### src/rtl/adjust_repeater.sv
// adjust_repeater: press-and-hold step generator for the time-setting path.
// Emits a one-clk `step` on each new press of the debounced adjust level and,
// while held, auto-repeat steps every REPEAT_TICKS prescaled ticks after an
// initial HOLD_TICKS delay.
// Optional feature macro: ADJUST_REPEAT_ACCEL_EN -- after ACCEL_STEPS repeat
// steps within one hold, the repeat interval drops to REPEAT_TICKS/2 (min 1).
module adjust_repeater #(
  parameter int unsigned HOLD_TICKS   = 50,
  parameter int unsigned REPEAT_TICKS = 10,
  parameter int unsigned ACCEL_STEPS  = 8,
  parameter int unsigned CNT_W        = 8
) (
  input  logic clk,
  input  logic clear_n,
  input  logic tick,
  input  logic adjust_delayed,
  output logic step,
  output logic repeating
);

  typedef enum logic [1:0] {
    S_IDLE,
    S_HOLD,
    S_REPEAT
  } state_t;

  localparam int unsigned MAX_TICKS = (HOLD_TICKS > REPEAT_TICKS) ? HOLD_TICKS : REPEAT_TICKS;
  localparam logic [CNT_W-1:0] HOLD_LAST = CNT_W'(HOLD_TICKS - 1);
  localparam logic [CNT_W-1:0] REP_LAST  = CNT_W'(REPEAT_TICKS - 1);

  // Elaboration-time parameter sanity check
  if (HOLD_TICKS < 1 || REPEAT_TICKS < 2 || ACCEL_STEPS < 1 ||
      (MAX_TICKS >> CNT_W) != 0) begin : g_param_err
    $error("adjust_repeater: illegal parameter combination");
  end

  state_t           state, state_nxt;
  logic [CNT_W-1:0] cnt, cnt_nxt;
  logic [CNT_W-1:0] interval_last;
  logic             prev;
  logic             press;
  logic             step_nxt;
  logic             rpt_inc;

  assign press = adjust_delayed & ~prev;

`ifdef ADJUST_REPEAT_ACCEL_EN
  localparam int unsigned HALF_TICKS = (REPEAT_TICKS / 2 < 1) ? 1 : REPEAT_TICKS / 2;
  localparam logic [CNT_W-1:0] FAST_LAST = CNT_W'(HALF_TICKS - 1);
  localparam int unsigned RPT_W = $clog2(ACCEL_STEPS + 1);
  localparam logic [RPT_W-1:0] RPT_MAX = RPT_W'(ACCEL_STEPS);

  logic [RPT_W-1:0] rpt_cnt;

  // Saturating count of repeat steps in the current hold; cleared on IDLE entry
  always_ff @(posedge clk) begin
    if (!clear_n || state_nxt == S_IDLE) begin
      rpt_cnt <= '0;
    end else if (rpt_inc && rpt_cnt != RPT_MAX) begin
      rpt_cnt <= rpt_cnt + RPT_W'(1);
    end
  end

  // Counter is cleared on every step, so a new interval applies from the next period
  assign interval_last = (rpt_cnt == RPT_MAX) ? FAST_LAST : REP_LAST;
`else
  assign interval_last = REP_LAST;
`endif

  // State, counter, edge-detect and output registers
  always_ff @(posedge clk) begin
    if (!clear_n) begin
      state     <= S_IDLE;
      cnt       <= '0;
      prev      <= 1'b1;
      step      <= 1'b0;
      repeating <= 1'b0;
    end else begin
      state     <= state_nxt;
      cnt       <= cnt_nxt;
      prev      <= adjust_delayed;
      step      <= step_nxt;
      repeating <= (state_nxt == S_REPEAT);
    end
  end

  // Next-state logic; release wins over a coincident qualifying tick
  always_comb begin
    state_nxt = state;
    cnt_nxt   = cnt;
    step_nxt  = 1'b0;
    rpt_inc   = 1'b0;
    case (state)
      S_IDLE: begin
        cnt_nxt = '0;
        if (press) begin
          state_nxt = S_HOLD;
          step_nxt  = 1'b1;
        end
      end
      S_HOLD: begin
        if (!adjust_delayed) begin
          state_nxt = S_IDLE;
          cnt_nxt   = '0;
        end else if (tick) begin
          if (cnt == HOLD_LAST) begin
            state_nxt = S_REPEAT;
            step_nxt  = 1'b1;
            cnt_nxt   = '0;
          end else begin
            cnt_nxt = cnt + CNT_W'(1);
          end
        end
      end
      S_REPEAT: begin
        if (!adjust_delayed) begin
          state_nxt = S_IDLE;
          cnt_nxt   = '0;
        end else if (tick) begin
          if (cnt == interval_last) begin
            step_nxt = 1'b1;
            rpt_inc  = 1'b1;
            cnt_nxt  = '0;
          end else begin
            cnt_nxt = cnt + CNT_W'(1);
          end
        end
      end
      default: begin
        state_nxt = S_IDLE;
        cnt_nxt   = '0;
      end
    endcase
  end

endmodule

### config.mk
export PLATFORM = sky130hd
export DESIGN_NAME = adjust_repeater
export DESIGN_NICKNAME = d
export VERILOG_FILES = /design/src/rtl/adjust_repeater.sv
export SDC_FILE = /design/constraint.sdc
export NUM_CORES = 1
export LEC_CHECK = 0
export CORE_AREA = 2 2 48 50
export DETAILED_ROUTE_END_ITERATION = 10
export DIE_AREA = 0 0 50 52
export GPL_TIMING_DRIVEN = 1
export PLACE_DENSITY = 0.65
export SLEW_MARGIN = 40
export SYNTH_ARGS = -nofsm -noshare
export SYNTH_HDL_FRONTEND = slang
export SYNTH_SLANG_ARGS = --single-unit
### constraint.sdc
create_clock -name clk -period 3.2 [get_ports clk]
set_input_delay 0.64 -clock clk [delete_from_list [all_inputs] [get_ports clk]]
set_output_delay 0.64 -clock clk [all_outputs]
set_load 0.02 [all_outputs]
* Yosys cells after proc, flatten, opt, wreduce, memory -nomap -nowiden
Cells that the tools add are included.
Cells by class: $add $sub $neg 1, multipliers 0, div/mod/pow operators 0, $lt $le $gt $ge 0, equal/unequal tests 7, shift-type cells 0, muxes and demuxes 21, bitwise gates (word level) 2, reductions and logical operators 2
Operator list (count):
- 8-bit two-way mux | 6
- 8-bit case mux with 2 select lines | 1
- 2-bit two-way mux | 5
- 8-bit by 1-bit adder with 8-bit output, second input constant | 1
- 8-bit by 4-bit equality test with 1-bit output, second input constant | 1
- 8-bit by 6-bit equality test with 1-bit output, second input constant | 1
- 1-bit two-way mux | 7
- 3-bit != test, second input constant | 2
- 2-bit case mux with 3 select lines | 1
- 2-bit equality test, second input constant | 2
- 1-bit case mux with 3 select lines | 1
- 2-bit by 1-bit equality test with 1-bit output, second input constant | 1
- 2-bit logical NOT | 1
- 2-bit AND reduction | 1
- 1-bit AND | 1
- 1-bit inverter | 1
Storage, ports and cells: bits in registers 13, bits in latches 0, memory bits (writable) 0, memory bits (read-only) 0, bits of input ports 4, word-level logic and storage cells 38, memories 0

* Logic depth before layout (Yosys ltp)
word-level depth 6, gate-level depth with buffers 7

* Worst setup path after synthesis
OpenSTA, ideal clock, no wires.
path kind register to register, start register state[0], end register cnt[7], setup time 0.095 ns, data arrival time 1.881 ns, setup slack 1.224 ns, stages on the path, launching flop included 8, clock period less this slack 1.976 ns, path through dfxtp_1 -> inv_1 -> ha_1 -> nand2_1 -> or4_4 -> a21oi_4 -> o21ai_2 -> o311ai_1
Between the ends: longest elaborated chain between the ends 3, elaborated cells between the ends (all ways) 6, classes of those cells eq/ne (4); mux (1); reduce/logical (1)
Ends and longest elaborated chain:
- start: declaration | RTL line 37 | state_t state, state_nxt;
- start signal: assignment | RTL line 79 | state <= state_nxt;
- 2-bit by 1-bit equality test with 1-bit output or 2-bit equality test (tied branches) | RTL line 93 | case (state)
- 3-bit != test (no line)
- 2-bit AND reduction (no line)
- end signal: assignment | RTL line 80 | cnt <= cnt_nxt;
- end: declaration | RTL line 38 | logic [CNT_W-1:0] cnt, cnt_nxt;
Several ways; a longest one is shown, not always the timed one. A chain may end at the register's enable or synchronous reset.

* Final worst setup path
start input adjust_delayed, end register cnt[7]
Between the ends: longest elaborated chain between the ends 2, elaborated cells between the ends (all ways) 6, classes of those cells eq/ne (2); mux (3); reduce/logical (1)
Ends and longest elaborated chain:
- start: declaration | RTL line 16 | input logic adjust_delayed,
- 8-bit two-way mux (tied with other cells) | RTL line 116 | if (!adjust_delayed) begin
- 8-bit case mux with 2 select lines or 2-bit AND reduction (tied branches)
Several ways; a longest one is shown, not always the timed one.

==> impl_table.tex <==
\begin{tabular}{lr}
\hline
Metric & Value \\
\hline
\multicolumn{2}{l}{\textbf{Clocking}} \\
\quad Hold-fix buffers at CTS & 0 \\
\quad Total setup buffers inserted after CTS & 0 \\
\quad Clock latency on the worst-skew pair & 0.27 ns \\
\quad Number of buffers created by CTS & 3 \\
\quad CTS Sinks & 13 \\
\quad CTS tree & built \\
\quad Clock input transition at the sequential cells of the worst setup and hold paths & 0.08 ns \\
\quad Maximum level of the CTS H-tree & 1 \\
\quad Post-cts repair resize count & 0 \\
\quad Clock root cell & sky130\_fd\_sc\_hd\_\_clkbuf\_4 \\
\quad Clock Path Buffers & 2 \\
\multicolumn{2}{l}{\textbf{Routing}} \\
\quad Length of the first detailed-routing pass in iterations & 4 \\
\quad Routed WL & 1.58 mm \\
\quad Vias per inst & 5.46 \\
\quad Number of violations reported at the end of detailed-routing iteration 0 & 11 \\
\quad WL/cell & 12.6 µm \\
\quad Total DRC errors in the routed layout & 0 \\
\quad Via count of the routed design & 683 \\
\quad Residual antenna-violating net count after detailed routing & 0 \\
\multicolumn{2}{l}{\textbf{Power and ir drop}} \\
\quad Design Power & 0.289 mW \\
\quad Share of total power in combinational logic & 7.6\% \\
\quad Static power due to leakage & 0.285 nW \\
\quad Share of total power consumed by net switching & 23.6\% \\
\quad Portion of total power attributed to the clock network & 35.5\% \\
\quad Power density over the cells & 321 nW/µm² \\
\quad Design internal power & 0.221 mW \\
\quad Maximum VDD drop & 0.277 mV \\
\quad Share of total power in sequential cells & 56.9\% \\
\quad Switching Power & 0.0683 mW \\
\multicolumn{2}{l}{\textbf{Synth}} \\
\quad Number of standard cells after synthesis & 88 \\
\quad Count of different cell masters after synthesis & 31 \\
\quad Ys Warns & 0 \\
\quad Post-synthesis instance area & 795 µm² \\
\quad Part of the Yosys area used for sequential elements & 32.8\% \\
\quad Async S/R FF share, synth & 0\% \\
\quad Syn avg cell area & 9.03 µm² \\
\quad Synthesis-stage register bit count & 13 \\
\quad Post-synth net total & 98 \\
\quad Number of enable-type register cells in the synthesized netlist & 0 \\
\quad Predominant post-synthesis flop cell & sky130\_fd\_sc\_hd\_\_dfxtp\_1 \\
\multicolumn{2}{l}{\textbf{Run}} \\
\quad Max Cap Violations & 0 \\
\multicolumn{2}{l}{\textbf{Global route}} \\
\quad Largest net degree at the start of global routing & 10 \\
\quad Number of global-route vias before repair & 651 \\
\quad Overall global routing resource usage & 14.1\% \\
\quad Congestion Overflow GR & 0 \\
\quad Antenna violations before repair & 0 \\
\quad Global-route wire length before repair & 2.78 mm \\
\multicolumn{2}{l}{\textbf{Floorplan}} \\
\quad Die outline area & 2600 µm² \\
\quad Number of placed I/O pins & 6 \\
\quad Core Region & 2110 µm² \\
\quad Die boundary height & 52 µm \\
\quad Die W & 50 µm \\
\quad Starting density of the core & 37.7\% \\
\quad FP Rows & 17 \\
\multicolumn{2}{l}{\textbf{Placed design}} \\
\quad Cell count after placement & 121 \\
\quad Post-DP HPWL & 1.21 mm \\
\quad Final weighted congestion in routability-driven placement & 0.782 \\
\quad IO Port Bufs & 5 \\
\multicolumn{2}{l}{\textbf{Worst setup path}} \\
\quad Startpoint Class & input port \\
\quad Capturing element type of the critical path & register \\
\quad Data required time of the critical path & 3.38 ns \\
\quad Critical Path AT & 2.60 ns \\
\quad Path type of the worst setup path & in2reg \\
\quad Worst-path maximum fanout & 7 \\
\multicolumn{2}{l}{\textbf{STA}} \\
\quad Period utilisation layout & 75.6\% \\
\quad Slew of the pin with the lowest slew margin & 0.720 ns \\
\quad Final Setup Violations & 0 \\
\quad Number of hold violations in the final report & 0 \\
\quad Setup repair after global routing missed its margin & no \\
\quad Highest attainable clock frequency & 413 MHz \\
\quad Fin. max-slew vios & 0 \\
\quad Headroom to the max-slew limit & 51.5\% \\
\quad Worst hold slack & 0.503 ns \\
\quad Fin crit period & 2.42 ns \\
\quad Worst setup skew after layout & 0.00226 ns \\
\quad Total negative slack for setup checks & 0 ns \\
\multicolumn{2}{l}{\textbf{Cells and area}} \\
\quad Layout area overhead & 13.5\% \\
\quad Leading cell type in the layout, fill and taps excluded & sky130\_fd\_sc\_hd\_\_dfxtp\_1 \\
\quad Diode count & 0 \\
\quad Fraction of final layout cells with drive strength greater than 1 & 12.4\% \\
\quad Commonest cells after routing, fill and taps aside & sky130\_fd\_sc\_hd\_\_dfxtp\_1, sky130\_fd\_sc\_hd\_\_nand2\_1, sky130\_fd\_sc\_hd\_\_inv\_1 \\
\quad Fill cell total of the finished layout & 218 \\
\quad Final core utilization & 42.8\% \\
\quad Count of non-filler cells in the finished layout & 125 \\
\quad Number of nets in the layout & 108 \\
\multicolumn{2}{l}{\textbf{Worst hold path}} \\
\quad Path class of the lowest-slack min-delay path & reg2reg \\
\multicolumn{2}{l}{\textbf{Outcome}} \\
\quad Outcome & finished, final reports clean \\
\hline
\end{tabular}
==> per-layer routing <==
metal / vias up / GRT usage [%] / wire length (µm)
met1: 324 / 17.0 / 740
met2: 14 / 23.5 / 773
met4: 0 / 3.24 / 0
met5: - / 0 / 0
li1: 345 / - / -
met3: 0 / 5.46 / 64
==> registers in the layout, summed over array words and instances, names as in the netlist <==
| register | count |
|---|---|
| cnt | 8 |
| state | 2 |
| prev | 1 |
| repeating | 1 |
| step | 1 |
==> kinds of logic (layout without fill, tap and decap cells) <==
group	count (synthesis)	in the layout	share of synthesized area (%)
fa+ha+maj	6	6	9.45
buf+inv	9	18	5.20
compound gates	25	25	27.1
simple gates	35	35	25.5
flops	13	13	32.8
==> worst paths after layout <==
| kind | from | endpoint | slack, ns | cells past startpoint |
|---|---|---|---|---|
| hold reg to reg | cnt[1]$_SDFFE_PN0P_ | cnt[1]$_SDFFE_PN0P_ | 0.50 | 2 |
| setup reg to reg | state[0]$_SDFF_PN0_ | cnt[7]$_SDFFE_PN0P_ | 0.98 | 7 |
| setup / recovery | adjust_delayed | cnt[7]$_SDFFE_PN0P_ | 0.78 | 6 |
| hold / removal | cnt[1]$_SDFFE_PN0P_ | cnt[1]$_SDFFE_PN0P_ | 0.50 | 2 |
==> synth_stat cells, drive strengths merged (3+ instances only) <==
| library cell | number | area, µm² |
|---|---|---|
| ha | 6 | 75.1 |
| o21ai | 5 | 28.8 |
| nor4b | 3 | 41.3 |
| nor2 | 4 | 15.0 |
| a31oi | 3 | 18.8 |
| nand3 | 7 | 35.0 |
| o311ai | 4 | 42.6 |
| inv | 8 | 30.0 |
| a21oi | 4 | 31.3 |
| dfxtp | 13 | 260 |
| nand2 | 11 | 41.3 |
==> worst max-delay path, stage by stage <==
cell and delay [ns]:
sky130_fd_sc_hd__clkdlybuf4s50_1 0.58, sky130_fd_sc_hd__nand2_1 0.10, sky130_fd_sc_hd__or4_4 0.55, sky130_fd_sc_hd__a21oi_4 0.26
sky130_fd_sc_hd__o21ai_2 0.16, sky130_fd_sc_hd__o311ai_1 0.32
==> power by group through the flow <==
stage,Sequential [mW],Clock (mW),Combinational [mW]
after global placement,0.168,0,0.0217
after global routing,0.165,0.114,0.0245
after CTS,0.165,0.107,0.0219
after floorplan,0.169,0,0.0125
after detailed placement,0.168,0,0.0219
final,0.165,0.103,0.0220
==> cell type report <==
| class | instances | area (µm²) | share of cell area, % |
|---|---|---|---|
| inverters | 8 | 30.0 | 3.33 |
| flip-flops and latches | 13 | 260 | 28.8 |
| clock buffers | 4 | 26.3 | 2.91 |
| well taps | 28 | 35.0 | 3.88 |
| repair buffers | 6 | 57.6 | 6.38 |
| multi-input cells | 66 | 493 | 54.6 |
==> metrics by stage <==
step	setup WS, ns	cell area (µm²)
2_1_floorplan	1.22	795
3_3_place_gp	0.603	876
3_5_place_dp	0.509	876
4_1_cts	0.795	902
5_1_grt	0.683	902
6_report	0.781	902
No activity file was read; power rests on OpenSTA's default activity.
